<file path="src/rtl/temp_monitor.sv">
// Windowed temperature averager with persistence-qualified, hysteretic over-temperature alarm.
// Accepts N samples per window over valid/ready, evaluates the average for one cycle, then resumes.
module temp_monitor #(
  parameter int unsigned W       = 8,
  parameter int unsigned N       = 4,
  parameter int unsigned HYST    = 2,
  parameter int unsigned PERSIST = 3,
  localparam int unsigned LN     = $clog2(N)
) (
  input  logic          clk,
  input  logic          rst_n,
  input  logic          clear,
  input  logic          sample_valid,
  input  logic [W-1:0]  sample,
  output logic          sample_ready,
  input  logic [W-1:0]  temp_compare,
  output logic [LN-1:0] ch_idx,
  output logic [W-1:0]  avg,
  output logic          avg_valid,
  output logic          tooHot
);

  localparam int unsigned HCW = $clog2(PERSIST + 1);
  localparam logic [HCW-1:0] PMAX = HCW'(PERSIST);

  typedef enum logic {ACCUM, EVAL} state_t;

  state_t          state_q, state_d;
  logic [W+LN-1:0] acc_q, acc_d;
  logic [LN-1:0]   ch_q, ch_d;
  logic [W-1:0]    avg_q, avg_d;
  logic            avg_valid_q, avg_valid_d;
  logic            hot_q, hot_d;
  logic [HCW-1:0]  hot_cnt_q, hot_cnt_d;

  logic [W-1:0]    avg_new;
  logic [HCW-1:0]  cnt_inc;
  logic            above, below;

  always_ff @(posedge clk or negedge rst_n) begin
    if (!rst_n) begin
      state_q     <= ACCUM;
      acc_q       <= '0;
      ch_q        <= '0;
      avg_q       <= '0;
      avg_valid_q <= 1'b0;
      hot_q       <= 1'b0;
      hot_cnt_q   <= '0;
    end else begin
      state_q     <= state_d;
      acc_q       <= acc_d;
      ch_q        <= ch_d;
      avg_q       <= avg_d;
      avg_valid_q <= avg_valid_d;
      hot_q       <= hot_d;
      hot_cnt_q   <= hot_cnt_d;
    end
  end

  // Comparison is done at W+1 bits so a + HYST cannot wrap.
  always_comb begin
    avg_new = W'(acc_q >> LN);
    above   = avg_new > temp_compare;
    below   = ({1'b0, avg_new} + (W+1)'(HYST)) < {1'b0, temp_compare};
    cnt_inc = (hot_cnt_q == PMAX) ? PMAX : hot_cnt_q + HCW'(1);
  end

  always_comb begin
    state_d     = state_q;
    acc_d       = acc_q;
    ch_d        = ch_q;
    avg_d       = avg_q;
    avg_valid_d = 1'b0;
    hot_d       = hot_q;
    hot_cnt_d   = hot_cnt_q;
    case (state_q)
      ACCUM: begin
        if (clear) begin
          acc_d = '0;
          ch_d  = '0;
        end else if (sample_valid) begin
          acc_d = acc_q + (W+LN)'(sample);
          ch_d  = ch_q + LN'(1);
          if (ch_q == LN'(N - 1)) state_d = EVAL;
        end
      end
      EVAL: begin
        avg_d       = avg_new;
        acc_d       = '0;
        avg_valid_d = 1'b1;
        state_d     = ACCUM;
        if (above) begin
          hot_cnt_d = cnt_inc;
          if (cnt_inc == PMAX) hot_d = 1'b1;
        end else begin
          hot_cnt_d = '0;
        end
        if (below) hot_d = 1'b0;
      end
      default: state_d = ACCUM;
    endcase
  end

  assign sample_ready = (state_q == ACCUM);
  assign ch_idx       = ch_q;
  assign avg          = avg_q;
  assign avg_valid    = avg_valid_q;
  assign tooHot       = hot_q;

endmodule
</file>
<file path="config.mk">
export PLATFORM = sky130hd
export DESIGN_NAME = temp_monitor
export DESIGN_NICKNAME = d
export VERILOG_FILES = /design/src/rtl/temp_monitor.sv
export SDC_FILE = /design/constraint.sdc
export NUM_CORES = 1
export LEC_CHECK = 0
export ABC_AREA = 1
export CORE_AREA = 2 2 67 69
export CTS_CLUSTER_DIAMETER = 60
export CTS_CLUSTER_SIZE = 28
export DETAILED_ROUTE_END_ITERATION = 8
export DIE_AREA = 0 0 69 71
export HOLD_SLACK_MARGIN = 0.15
export PLACE_DENSITY = 0.68
export SYNTH_ARGS = -nofsm -noshare
export SYNTH_HDL_FRONTEND = slang
export SYNTH_SLANG_ARGS = --single-unit
</file>
<file path="constraint.sdc">
create_clock -name clk -period 2.67 [get_ports clk]
set_input_delay 0.534 -clock clk [delete_from_list [all_inputs] [get_ports clk]]
set_output_delay 0.534 -clock clk [all_outputs]
set_load 0.02 [all_outputs]
</file>
After elaboration in Yosys (flattened, before gate mapping)

Index checks and enable logic that the tools add are counted.

Add/subtract/negate cells: 4
Multipliers: 0
Div/mod/pow operators: 0
Magnitude comparators: 2
Equality and inequality tests: 4
Shift operators: 0
Mux-type cells: 15
Bitwise logic cells: 1
Reduce and logical (&&, ||, !) cells: 5

Operators by type and width:

| cell                                        | count |
|---|---|
| 2-to-1 mux 10 bit                           | 2 |
| case mux 10 bit (2 select lines)            | 1 |
| adder 10 x 8 -> 10 bit                      | 1 |
| adder 8 x 2 -> 9 bit, second input constant | 1 |
| less-than comparator 9 x 8 -> 1 bit         | 1 |
| > comparator 8 bit                          | 1 |
| 2-to-1 mux 2 bit                            | 4 |
| 2-to-1 mux 1 bit                            | 7 |
| == test 2 bit, second input constant        | 3 |
| nonzero test 2 bit                          | 3 |
| adder 2 x 1 -> 2 bit, second input constant | 2 |
| != test 3 bit, second input constant        | 1 |
| AND reduction 3 bit                         | 1 |
| case mux 1 bit (2 select lines)             | 1 |
| AND reduction 2 bit                         | 1 |
| inverter 1 bit                              | 1 |

Register bits after elaboration: 25
Latch bits: 0
RAM bits: 0
ROM bits: 0
Bits of input ports: 20
Word-level logic and storage cells: 38
Memories kept: 0

Logic depth before layout (Yosys ltp)

Gate-level depths: netlist of run 1.

Depth in word-level cells: 6
Gate-level depth with buffers: 15
Depth with buffers taken out: 15

Least setup slack after synthesis of run 1

OpenSTA, ideal clock, no wires.

Path type: reg2reg
Start point: reg acc_q[4]
End point: reg hot_q (netlist: tooHot)
Data arrival time: 1.700 ns
Data required time: 2.557 ns
Setup slack: 0.857 ns
Stages on the path, launching flop included: 14
Path buffers: 0
Clock period less this slack: 1.813 ns
Cell sequence: dfrtp_1 -> ha_1 -> nand2_1 -> inv_1 -> nand2_1 -> nor3_2 -> xor2_1 -> inv_1 -> ha_1 -> or2_0 -> a31oi_1 -> nand2_1 -> nand2_1 -> inv_1

Cells in the longest elaborated chain, start to end: 4
Elaborated cells between the ends (all ways): 7

RTL lines:

| element                              | RTL line | text |
|---|---|---|
| start: declaration                   | 29       | `logic [W+LN-1:0] acc_q, acc_d;` |
| start signal: assignment             | 43       | `acc_q <= '0;` |
| start signal: assignment             | 51       | `acc_q <= acc_d;` |
| adder 8 x 2 -> 9 bit                 | 64       | `below = ({1'b0, avg_new} + (W+1)'(HYST)) < {1'b0, temp_compare};` |
| less-than comparator 9 x 8 -> 1 bit  | 64       |  |
| nonzero test 2 bit (no source line)  | -        |  |
| AND reduction 3 bit (no source line) | -        |  |
| end signal: assignment               | 55       | `hot_q <= hot_d;` |
| end: declaration                     | 33       | `logic hot_q, hot_d;` |

Several ways; a longest one is shown, not always the timed one.
A chain may end at the register's enable or synchronous reset.

Worst setup path in the final report of run 1

Start point: in sample[0]
End point: reg acc_q[8]

Cells in the longest elaborated chain, start to end: 4

RTL lines:

| element                          | RTL line | text |
|---|---|---|
| start: declaration               | 14       | `input logic [W-1:0] sample,` |
| adder 10 x 8 -> 10 bit           | 82       | `acc_d = acc_q + (W+LN)'(sample);` |
| 2-to-1 mux 10 bit                | 81       | `end else if (sample_valid) begin` |
| 2-to-1 mux 10 bit                | 78       | `if (clear) begin` |
| case mux 10 bit (2 select lines) | 76       | `case (state_q)` |

No other way between the ends. The select of a mux whose other input is x is not followed.

==> metrics, run 1 <==
storage element area=626 µm²; CP max FO=4; synthesized net count=286; area leader, netlist=dfrtp_1; Reg clk slew, reported paths=0.09 ns; Crit Path Class=in2reg; VDD IR max=0.240 mV; status=complete, no violations; # Max-Cap Violations=0; synthesized netlist cell count=240; R2R Path End=tooHot; proportion of layout cells with a drive suffix above 1=3.62%; fin util=53.5%; DRT iter0 DRCs=41; routability congestion estimate=0.826; Slew headroom=74.2%; design area=2250 µm²; H-Tree Level Count=1; Initial Util=43.1%; sequential share of the synthesized area=34.6%; Worst-Margin Slew=0.388 ns; GRT Util Overall=17.1%; crit end category=flop; Endpoint, Worst Hold=avg[2]; NumNets Final=323; drc violations=0; fill cell count=435; TNS Setup=0 ns; R2R cell count=13; area grow syn2layout=24.3%; drt wl/cell=12.0 µm; IO buf count=32; Ys Warns=0; worst r2r src=acc_q[4]; initial antenna violation count=0; Die Y=71 µm; register bit total from synthesis=25; post-synthesis simple-gate area fraction=23.4%; first-pass GRT wire length=6930 µm; # clock sinks=25; Final Max Tran Viols=0; Bufs on Longest Clock Path=2; CTS Buf Count=3; CP required=2.82 ns; largest net degree at the start of global routing=26; cts hold-fix bufs=0; final setup fails=0; r2r setup slk=0.59 ns; min-delay worst type=reg2reg; vias in the first global route=1614; clk root buf=clkbuf_8; crit start category=primary input; Mapped Avg Cell Area=7.54 µm²; via count=1618; hold path depth=2; CTS resizes=0; Synth Area in Adders=18.4%; placed cell area=2200 µm²; Synth top area share=34.6%; postcts setup bufs=0; Core Region=4200 µm²; row count=24; RSZ-0062 raised after global routing=false; fmax=0.467 GHz; hold wc startpoint=avg[2]; die area=4900 µm²; mux cell area share after synthesis=0%; die width=69 µm; main combinational cell family by area after synthesis=simple AND/OR/NAND/NOR gates; compound-cell area share of the yosys netlist=13.1%; part of the cycle the worst path needs=80.1%; min cycle time layout=2.14 ns; XOR/XNOR share of the synthesized area=2.42%; antenna-violating nets left=0; Netlist cell types=23; Final Hold Fails=0; worst skew pair latency=0.27 ns; Vias/cell=4.93; Synth Cell Area=1810 µm²; GR Overflow Total=0; final wirelength=3940 µm; DP HPWL=3130 µm; CTS tree=built; first drt pass iteration count=4; Lkg Pwr=1.21 nW; ant diodes=0; Pwr Density=454 nW/µm²; area occupied by multi-input gates=1040 µm²; Top Ports=33; synth top area cells=dfrtp_1 (35%), ha_1 (17%), nand2_1 (15%); CP Data Arrival Time=2.29 ns; Worst Clk Skew=0.00578 ns
## metal layers
layer	track usage [%]	share of wire, %
met5	0	0
met3	2.28	3.7
met1	21.0	46
met4	6.32	3.2
met2	30.8	47
## critical path: stages
cell	delay, ns
clkdlybuf4s50_1	0.46
ha_1	0.20
inv_1	0.07
fa_1	0.39
nand3b_1	0.17
nand2_1	0.14
nand2_1	0.09
a21oi_1	0.15
o21ai_1	0.09
## kinds of logic after synthesis
kind of cell    Yosys count
fa+ha+maj                26
xor+xnor                  5
flops                    25
buf+inv                  39
compound gates           44
simple gates            101
## per-stage QoR
stage / cells / hold WS (ns) / power (mW) / setup WS (ns)
floorplan: 240 / 0.238 / 0.671 / 0.857
global placement: 324 / 0.463 / 0.790 / 0.300
detailed placement: 324 / 0.468 / 0.798 / 0.249
CTS: 328 / 0.489 / 1.03 / 0.543
global route: 328 / 0.519 / 1.10 / 0.387
finish: 328 / 0.491 / 1.02 / 0.530
## cell type report
cell class | count | share of cell area, %
Clock buffer | 3 | 1.84
Clock inverter | 1 | 0.334
Inverter | 37 | 6.17
Multi-Input combinational cell | 176 | 46.1
Sequential cell | 25 | 27.8
Tap cell | 52 | 2.89
Timing Repair Buffer | 34 | 14.9
## report_power, final
group	leakage, nW	internal (mW)	switching (mW)
clock network	0.0217	0.106	0.125
registers	0.333	0.419	0.0405
logic	0.853	0.146	0.185
## registers in the layout (all words and copies together) (netlist names)
| signal | cells |
|---|---|
| state_q | 1 |
| avg | 8 |
| avg_valid | 1 |
| tooHot | 1 |
| acc_q | 10 |
| hot_cnt_q | 2 |
| ch_idx | 2 |
## synth_stat cells
| library cell | number |
|---|---|
| a21oi_1 | 20 |
| a22o_1 | 1 |
| a31oi_1 | 1 |
| buf_2 | 2 |
| dfrtp_1 | 25 |
| fa_1 | 1 |
| ha_1 | 25 |
| inv_1 | 37 |
| nand2_1 | 71 |
| nand2_2 | 1 |
| nand3_1 | 11 |
| nand3b_1 | 2 |
| nand4_1 | 1 |
| nor2_1 | 11 |
| nor2_2 | 1 |
| nor3_2 | 2 |
| o21a_1 | 2 |
| o21ai_0 | 15 |
| o21ai_1 | 1 |
| o21bai_1 | 1 |
| o22ai_1 | 3 |
| or2_0 | 1 |
| xor2_1 | 5 |
## worst max path at each step
stage                    end       from  cells past startpoint
CTS                 acc_q[6]  sample[0]                     11
global placement    acc_q[6]  sample[0]                     11
global route        acc_q[6]  sample[0]                     11
finish              acc_q[8]  sample[0]                      9
floorplan             tooHot   acc_q[4]                     13
detailed placement  acc_q[6]  sample[0]                     11
## cell usage in the layout, fill, tap and decap left out
master and instances:
nand2_1 71, inv_1 37, clkdlybuf4s50_1 32, ha_1 25, dfrtp_1 25, a21oi_1 20, o21ai_0 15, nand3_1 11
nor2_1 11, xor2_1 5, o22ai_1 3, clkbuf_8 3, nor3_2 2, o21a_1 2, nand3b_1 2, buf_4 2
nand2_2 1, or2_0 1, a31oi_1 1, o21bai_1 1, a22o_1 1, o21ai_1 1, nor2_2 1, nand4_1 1
fa_1 1, clkinvlp_4 1
Note: power is estimated with default switching activity, not from simulation.
==> run 2, diff against run 1 <==
Clock period 2.67 ns to 2.2 ns, I/O delays scaled along.
==> metrics, run 2 (synthesis gave the netlist of run 1 again) <==
max FFs per register=10 (unchanged); Endpoint, Worst Hold=avg[2]; Crit-path slowest cell=dfrtp_2; routability congestion estimate=0.810 (-2.0%); CP top delay family=simple AND/OR/NAND/NOR gates; first drt pass iteration count=4 (unchanged); H-Tree Level Count=1 (unchanged); Reg with most FFs=acc_q; NumNets Final=328 (+1.5%); die area=4900 µm² (unchanged); Initial Util=43.1% (unchanged); Worst-Margin Slew=0.327 ns (-0.0602 ns); Top Ports=33 (unchanged); min cycle time layout=1.99 ns; RSZ-0062 raised after global routing=false; total power=1.25 mW (+22%); VDD IR max=0.398 mV (+66%); CTS Buf Count=3 (unchanged); DRT iter0 DRCs=51 (+24%); Lkg Pwr=1.23 nW (+2.0%); Final Max Tran Viols=0 (unchanged); Worst Clk Skew=0.00204 ns (-0.00374 ns); area grow syn2layout=26.4%; worst path bufs/invs=3 (+1); die width=69 µm (unchanged); fill cell count=405 (-6.9%); CTS tree=built; TNS Setup=0 ns (unchanged); via count=1641 (+1.4%); ant diodes=0 (unchanged); commonest non-fill, non-tap cells in the layout=nand2_1 (71), inv_1 (37), clkdlybuf4s50_1 (32), ha_1 (25), dfrtp_1 (24); postcts setup bufs=0 (unchanged); Core Region=4200 µm² (unchanged); CP required=2.38 ns (-0.44 ns); commonest non-fill, non-tap cell in the layout=nand2_1; # clock sinks=25 (unchanged); proportion of layout cells with a drive suffix above 1=5.69% (+2.1 points); IO buf count=32 (unchanged); worst skew pair latency=0.27 ns (about the same); hold slack=0.484 ns (-0.00660 ns); clk root buf=clkbuf_8; Reg clk slew, reported paths=0.09 ns (about the same); antenna-violating nets left=0 (unchanged); Final Hold Fails=0 (unchanged); hold wc startpoint=avg[2]; min-delay worst type=reg2reg; part of the cycle the worst path needs=90.5%; Worst path most repeated cell=nand2_1; initial antenna violation count=0 (unchanged); Bufs on Longest Clock Path=2 (unchanged); largest net degree at the start of global routing=26 (unchanged); row count=24 (unchanged); fmax=0.503 GHz; hold path depth=2 (unchanged); R2R Path End=tooHot; Slew headroom=78.2% (+4.0 points); CP Data Arrival Time=2.17 ns (-0.12 ns); GRT Util Overall=17.9% (+0.76 points); Crit Path Class=reg2reg; final setup fails=0 (unchanged); CP max FO=5 (+1); R2R cell count=13 (unchanged); CP peak stage delay=0.42 ns (-0.04 ns); # Max-Cap Violations=0 (unchanged); status=complete, no violations; DP HPWL=3180 µm (+1.8%); Die Y=71 µm (unchanged); final wirelength=3950 µm (+0.20%); Pwr Density=546 nW/µm² (+20%); vias in the first global route=1574 (-2.5%); r2r setup slk=0.21 ns (-0.38 ns); GR Overflow Total=0 (unchanged); worst r2r src=acc_q[3]; cell breakdown of the critical path=ha_1 -> nand2_1 -> inv_1 -> nand2_1 -> nor3_2 -> xor2_1 -> inv_1 -> ha_1 -> or2_0 -> a31oi_1 -> nand2_1 -> nand2_1 -> inv_1; drt wl/cell=11.9 µm (-1.3%); Vias/cell=4.93 (-0.10%); crit start category=flop; drc violations=0 (unchanged); crit end category=flop; first-pass GRT wire length=7010 µm (+1.1%)
-- run 2: cell types whose count changed in the layout (fill, tap and decap cells not counted) --
cell	change
dfrtp_2	+1
buf_4	+5
dfrtp_1	-1
-- run 2: how the worst max path moves through the flow --
stage	endpoint	slack, ns	startpoint	depth (start not counted)
2_1_floorplan	tooHot	0.39	acc_q[4]	13
3_3_place_gp	acc_q[6]	-0.0002	sample[0]	11
3_5_place_dp	acc_q[8]	-0.03	sample[0]	9
4_1_cts	tooHot	0.16	acc_q[3]	13
5_1_grt	tooHot	0.04	acc_q[3]	13
6_report	tooHot	0.21	acc_q[3]	13
-- run 2: repair_timing --
action / 4_1_cts / 5_1_grt
endpoints found under the setup margin: 0 / 1
gates resized for setup: 0 / 1
hold buffers: 0 / 0
-- run 2: layer usage --
metal  global-route usage, %  vias up  part of all wire (%)
li1                        -      859                     -
met1                    23.2      744                    48
met2                    30.8       34                    47
met3                    3.13        4                   3.9
met4                    5.23        0                  0.89
met5                       0        -                     0
-- run 2: final cells by class --
cell class / count / area (µm²) / area share (%)
inverters: 37 / 139 / 6.07
well taps: 52 / 65.1 / 2.84
multi-input cells: 176 / 1040 / 45.3
flip-flops and latches: 25 / 627 / 27.4
clock buffers: 3 / 41.3 / 1.80
clock inverters: 1 / 7.51 / 0.328
repair buffers: 39 / 373 / 16.3
-- run 2: report_power, final --
part	internal, mW	leakage [nW]	switching [mW]
clock	0.129	0.0217	0.155
combinational	0.186	0.878	0.233
sequential	0.508	0.332	0.0394
-- run 2: through the flow --
step	instance area (µm²)	cells	utilization, %	setup WS [ns]
final	2290	333	54.4	0.210
after global routing	2290	333	54.4	0.0416
after CTS	2290	333	54.4	0.164
after detailed placement	2240	329	53.2	-0.0287
after global placement	2240	329	53.2	-0.000164
after floorplan	1810	240	-	0.387
-- run 2: worst min-delay path, delay by kind of cell (launching register included) --
| kind | cells | cell delay [ns] |
|---|---|---|
| and+or+nand+nor | 2 | 0.10 |
| DFF | 1 | 0.36 |
==> run 3, diff against run 2 <==
Settings changed: CORE_AREA 2 2 67 69 to 2 2 69 71, DIE_AREA 0 0 69 71 to 0 0 71 73, PLACE_DENSITY 0.68 to default.
==> metrics, run 3 (synthesis gave the netlist of run 1 again) <==
largest net degree at the start of global routing=26 (unchanged); crit end category=flop; min cycle time layout=1.99 ns (+0.0000350 ns); CTS tree=built; switching share of power=34.2% (about the same); R2R Path End=tooHot; fin cells=335 (+0.60%); die area=5180 µm² (+5.8%); GR Util met1=23.0% (-0.22 points); commonest non-fill, non-tap cell in the layout=nand2_1; status=complete, no violations; fmax=0.503 GHz (about the same); VDD IR max=0.273 mV (-32%); Reg clk slew, reported paths=0.09 ns (about the same); clock network fraction of design power=22.6% (about the same); drc violations=0 (unchanged); Core Region=4540 µm² (+7.9%); area grow syn2layout=26.5% (about the same); worst skew pair latency=0.27 ns (about the same); Cell Int Power=822 µW (about the same); crit start category=flop; CP startpoint=acc_q[3]; Endpoint, Worst Hold=avg[2]; routability congestion estimate=0.829 (+2.4%); met2 usage=29.7% (-1.1 points); CP Data Arrival Time=2.16 ns (about the same); postcts setup bufs=0 (unchanged); DP HPWL=3230 µm (+1.5%); clk root buf=clkbuf_8; GR Overflow Total=0 (unchanged); Crit Path Class=reg2reg; DRT iter0 DRCs=56 (+9.8%); Cells after DPL=331 (+0.61%); final setup fails=0 (unchanged); row count=25 (+4.2%); initial antenna violation count=0 (unchanged); # Max-Cap Violations=0 (unchanged); switching pwr=427 µW (about the same); commonest non-fill, non-tap cells in the layout=nand2_1 (71), inv_1 (37), clkdlybuf4s50_1 (32), ha_1 (25), dfrtp_1 (25); hold wc startpoint=avg[2]; GRT Util Overall=17.3% (-0.57 points); Worst-Margin Slew=0.326 ns (-0.00188 ns); via count=1631 (-0.61%); worst r2r src=acc_q[3]; cts hold-fix bufs=0 (unchanged); proportion of layout cells with a drive suffix above 1=5.34% (-0.36 points); max FFs per register=10 (unchanged); Slew headroom=78.3% (+0.13 points); antenna-violating nets left=0 (unchanged); CTS resizes=0 (unchanged); Seq pwr share=43.9% (about the same); Vias/cell=4.87 (-1.2%); Initial Util=39.9% (-3.1 points); Comb pwr share=33.5% (about the same); Top Ports=33 (unchanged); min-delay worst type=reg2reg; Die Y=73 µm (+2.8%); NumNets Final=328 (unchanged); Bufs on Longest Clock Path=2 (unchanged); TNS Setup=0 ns (unchanged); R2R cell count=13 (unchanged); vias in the first global route=1587 (+0.83%); Final Max Tran Viols=0 (unchanged); Worst Clk Skew=0.00547 ns (+0.00343 ns); hold slack=0.481 ns (-0.00296 ns); ant diodes=0 (unchanged); drt wl/cell=12.1 µm (+1.7%); CTS Buf Count=3 (unchanged); met3 usage=2.21% (-0.92 points); hold path depth=2 (unchanged); Reg with most FFs=acc_q; CP required=2.37 ns (about the same); Final Hold Fails=0 (unchanged); IO buf count=32 (unchanged); GR peak layer=met2; # clock sinks=25 (unchanged); Lkg Pwr=1.23 nW (+0.12%); RSZ-0062 raised after global routing=false; part of the cycle the worst path needs=90.5% (about the same); H-Tree Level Count=1 (unchanged); CP max FO=5 (unchanged); first-pass GRT wire length=7110 µm (+1.4%); first drt pass iteration count=5 (+1); Pwr Density=545 nW/µm² (-0.11%); final wirelength=4040 µm (+2.4%); fin util=50.5% (-4.0 points); r2r setup slk=0.21 ns (about the same); die width=71 µm (+2.9%)
==> run 3: cell type report <==
| type | instances | area, µm² |
|---|---|---|
| clock buffers | 3 | 41.3 |
| clock inverters | 1 | 7.51 |
| fillers | 461 | 2250 |
| inverters | 37 | 139 |
| multi-input cells | 176 | 1040 |
| flip-flops and latches | 25 | 626 |
| well taps | 54 | 67.6 |
| repair buffers | 39 | 373 |
==> run 3: through the flow <==
step | area (µm²) | worst slack (ns) | power (mW)
floorplan | 1810 | 0.387 | 0.814
global placement | 2240 | 0.00270 | 0.975
detailed placement | 2240 | -0.0505 | 0.979
CTS | 2290 | 0.203 | 1.26
global route | 2290 | 0.0412 | 1.35
finish | 2290 | 0.210 | 1.25
==> run 3: worst max path at each step <==
stage | to | slack [ns]
final | tooHot | 0.21
after global routing | tooHot | 0.04
after CTS | tooHot | 0.20
after detailed placement | acc_q[6] | -0.05
after global placement | acc_q[6] | 0.003
after floorplan | tooHot | 0.39
==> run 3: power groups by stage <==
stage | Clock (mW) | Combinational (mW) | Sequential (mW)
after global routing | 0.306 | 0.488 | 0.557
after global placement | 0 | 0.417 | 0.558
after CTS | 0.286 | 0.424 | 0.549
after detailed placement | 0 | 0.420 | 0.559
after floorplan | 0 | 0.240 | 0.574
final | 0.282 | 0.418 | 0.548
==> run 3: worst max-delay path: stages, from the launching register on <==
cell and delay (ns):
dfrtp_1 0.44, ha_1 0.19, nand2_1 0.05, inv_1 0.08
nand2_1 0.10, nor3_2 0.14, xor2_1 0.15, inv_1 0.06
ha_1 0.17, or2_0 0.22, a31oi_1 0.14, nand2_1 0.07
nand2_1 0.05, inv_1 0.03
==> run 3: per-layer routing <==
metal  share of wire, %  wire length (µm)
met1                 48              1930
met2                 47              1880
met3                3.7               149
met4                1.9                78
met5                  0                 0
==> edit: new RTL, settings of run 2 <==
`W`: 8 -> 6.
--- a/src/rtl/temp_monitor.sv
+++ b/src/rtl/temp_monitor.sv
@@ -2,5 +2,5 @@
 // Accepts N samples per window over valid/ready, evaluates the average for one cycle, then resumes.
 module temp_monitor #(
-  parameter int unsigned W       = 8,
+  parameter int unsigned W       = 6,
   parameter int unsigned N       = 4,
   parameter int unsigned HYST    = 2,
Interface: changed (resized avg, sample and temp_compare); port bits go from 33 to 27. No check against the original RTL was run, so the function may have changed too.
==> edit against run 2 <==
First-iteration DRC count decreased by 47%; cell area decreased by 19%; wire length decreased by 26%; setup slack improved by 0.097 ns; synthesized cell count decreased by 25%; worst hold slack improved by 0.0025 ns; area after synthesis decreased by 19%; power increased by 24%; sequential cell count decreased by 4; clock power decreased by 9.9%; critical path depth decreased by 11; largest power group is now combinational logic.
==> edit: results (changes against run 2) <==
Logic synthesis
  – Distinct cell type count after synthesis: 30 (+30%)
  – Syn nets: 217 (-24%)
  – Synth top cells by count: 42 x nand2_1, 28 x inv_1, 21 x dfrtp_1, 19 x ha_1, 9 x a21oi_1
  – Top cells by area, synth: dfrtp_1 36%, ha_1 16%, nand2_1 11%
  – Sequential share of the synthesized area: 35.7% (+1.2 points)

Detailed routing
  – Via count: 1,238 (-25%)
  – Per-cell routed wire length: 11.2 um (-5.9%)
  – Met3 WL: 136 um (-11%)
  – Wire length on met2: 1380 um (-26%)
  – Wl on met1: 1370 um (-27%)
  – DRT iter0 DRCs: 27 (-47%)

Placement
  – Worst slack, placed: 0.180 ns (+0.209 ns)
  – Detailed placement HPWL: 2350 um (-26%)

Worst setup path
  – Max Fanout on Critical Path: 14 (+9)

Power and ir drop
  – Switching Fraction: 39.2% (+5.0 points)
  – Peak supply drop: 0.376 mV (-5.6%)

Global route
  – Largest net degree at the start of global routing: 22 (-15%)
  – First-pass GRT wire length: 5110 um (-27%)
  – Tot GR Track Use: 12.7% (-5.2 points)

STA
  – Clk_skew: 0.00201 ns (-0.0000302 ns)
  – Slew headroom: 80.5% (+2.3 points)

Outcome
  – Outcome: complete, no violations

Finish
  – Layout cells sized above 1: 9.95% (+4.3 points)
  – Max FFs per register: 8 (-2)
  – Fill cells: 461 (+14%)
[edit: path summary, 6_finish.rpt]
check | startpoint | endpoint | slack [ns]
min | avg[1]$_DFFE_PN0P_ | avg[1]$_DFFE_PN0P_ | 0.49
max | state_q$_DFF_PN0_ | sample_ready | 0.31
min reg2reg | avg[1]$_DFFE_PN0P_ | avg[1]$_DFFE_PN0P_ | 0.49
min in group asynchronous | rst_n | tooHot$_DFFE_PN0P_ | 0.52
max reg2reg | acc_q[5]$_DFFE_PN0P_ | tooHot$_DFFE_PN0P_ | 0.50
max in group asynchronous | rst_n | acc_q[4]$_DFFE_PN0P_ | 1.45
[edit: area by class of cell]
type	instances	area share (%)
tap	52	3.53
sequential	21	28.5
clock inverter	1	0.271
inverter	32	6.65
timing repair buffer	28	14.9
multi-input combinational	126	43.9
clock buffer	3	2.24
[edit: layer usage]
| metal | track usage, % | vias up |
|---|---|---|
| li1 | - | 651 |
| met1 | 15.5 | 552 |
| met2 | 22.2 | 27 |
| met3 | 3.13 | 8 |
| met4 | 4.14 | 0 |
| met5 | 0 | - |
[edit: metrics by stage]
step / cells / cell area [um2]
3_5_place_dp: 259 / 1800
2_1_floorplan: 181 / 1470
3_3_place_gp: 259 / 1800
4_1_cts: 263 / 1840
6_report: 263 / 1840
5_1_grt: 263 / 1840
[edit: logic make-up after synthesis]
family                   count (synthesis)  synth area share [%]
AO/OA/AOI/OAI                           31                  12.7
AND/OR/NAND/NOR                         72                  23.1
adder cells (fa/ha/maj)                 20                  17.5
buffers and inverters                   34                  9.19
flip-flops                              21                  35.7
XOR/XNOR                                 3                  1.79
[edit: worst max-delay path, cell delays in order, from the launching register on]
cell	delay (ns)
dfrtp_1	0.39
inv_2	0.17
clkdlybuf4s50_1	0.63
[edit: power groups by stage]
stage          logic (mW)  clock network, mW  registers [mW]
6_report            0.703              0.255           0.591
4_1_cts             0.713              0.264           0.592
2_1_floorplan       0.394                  0           0.649
3_3_place_gp        0.694                  0           0.594
3_5_place_dp        0.709                  0           0.600
5_1_grt             0.801              0.285           0.612
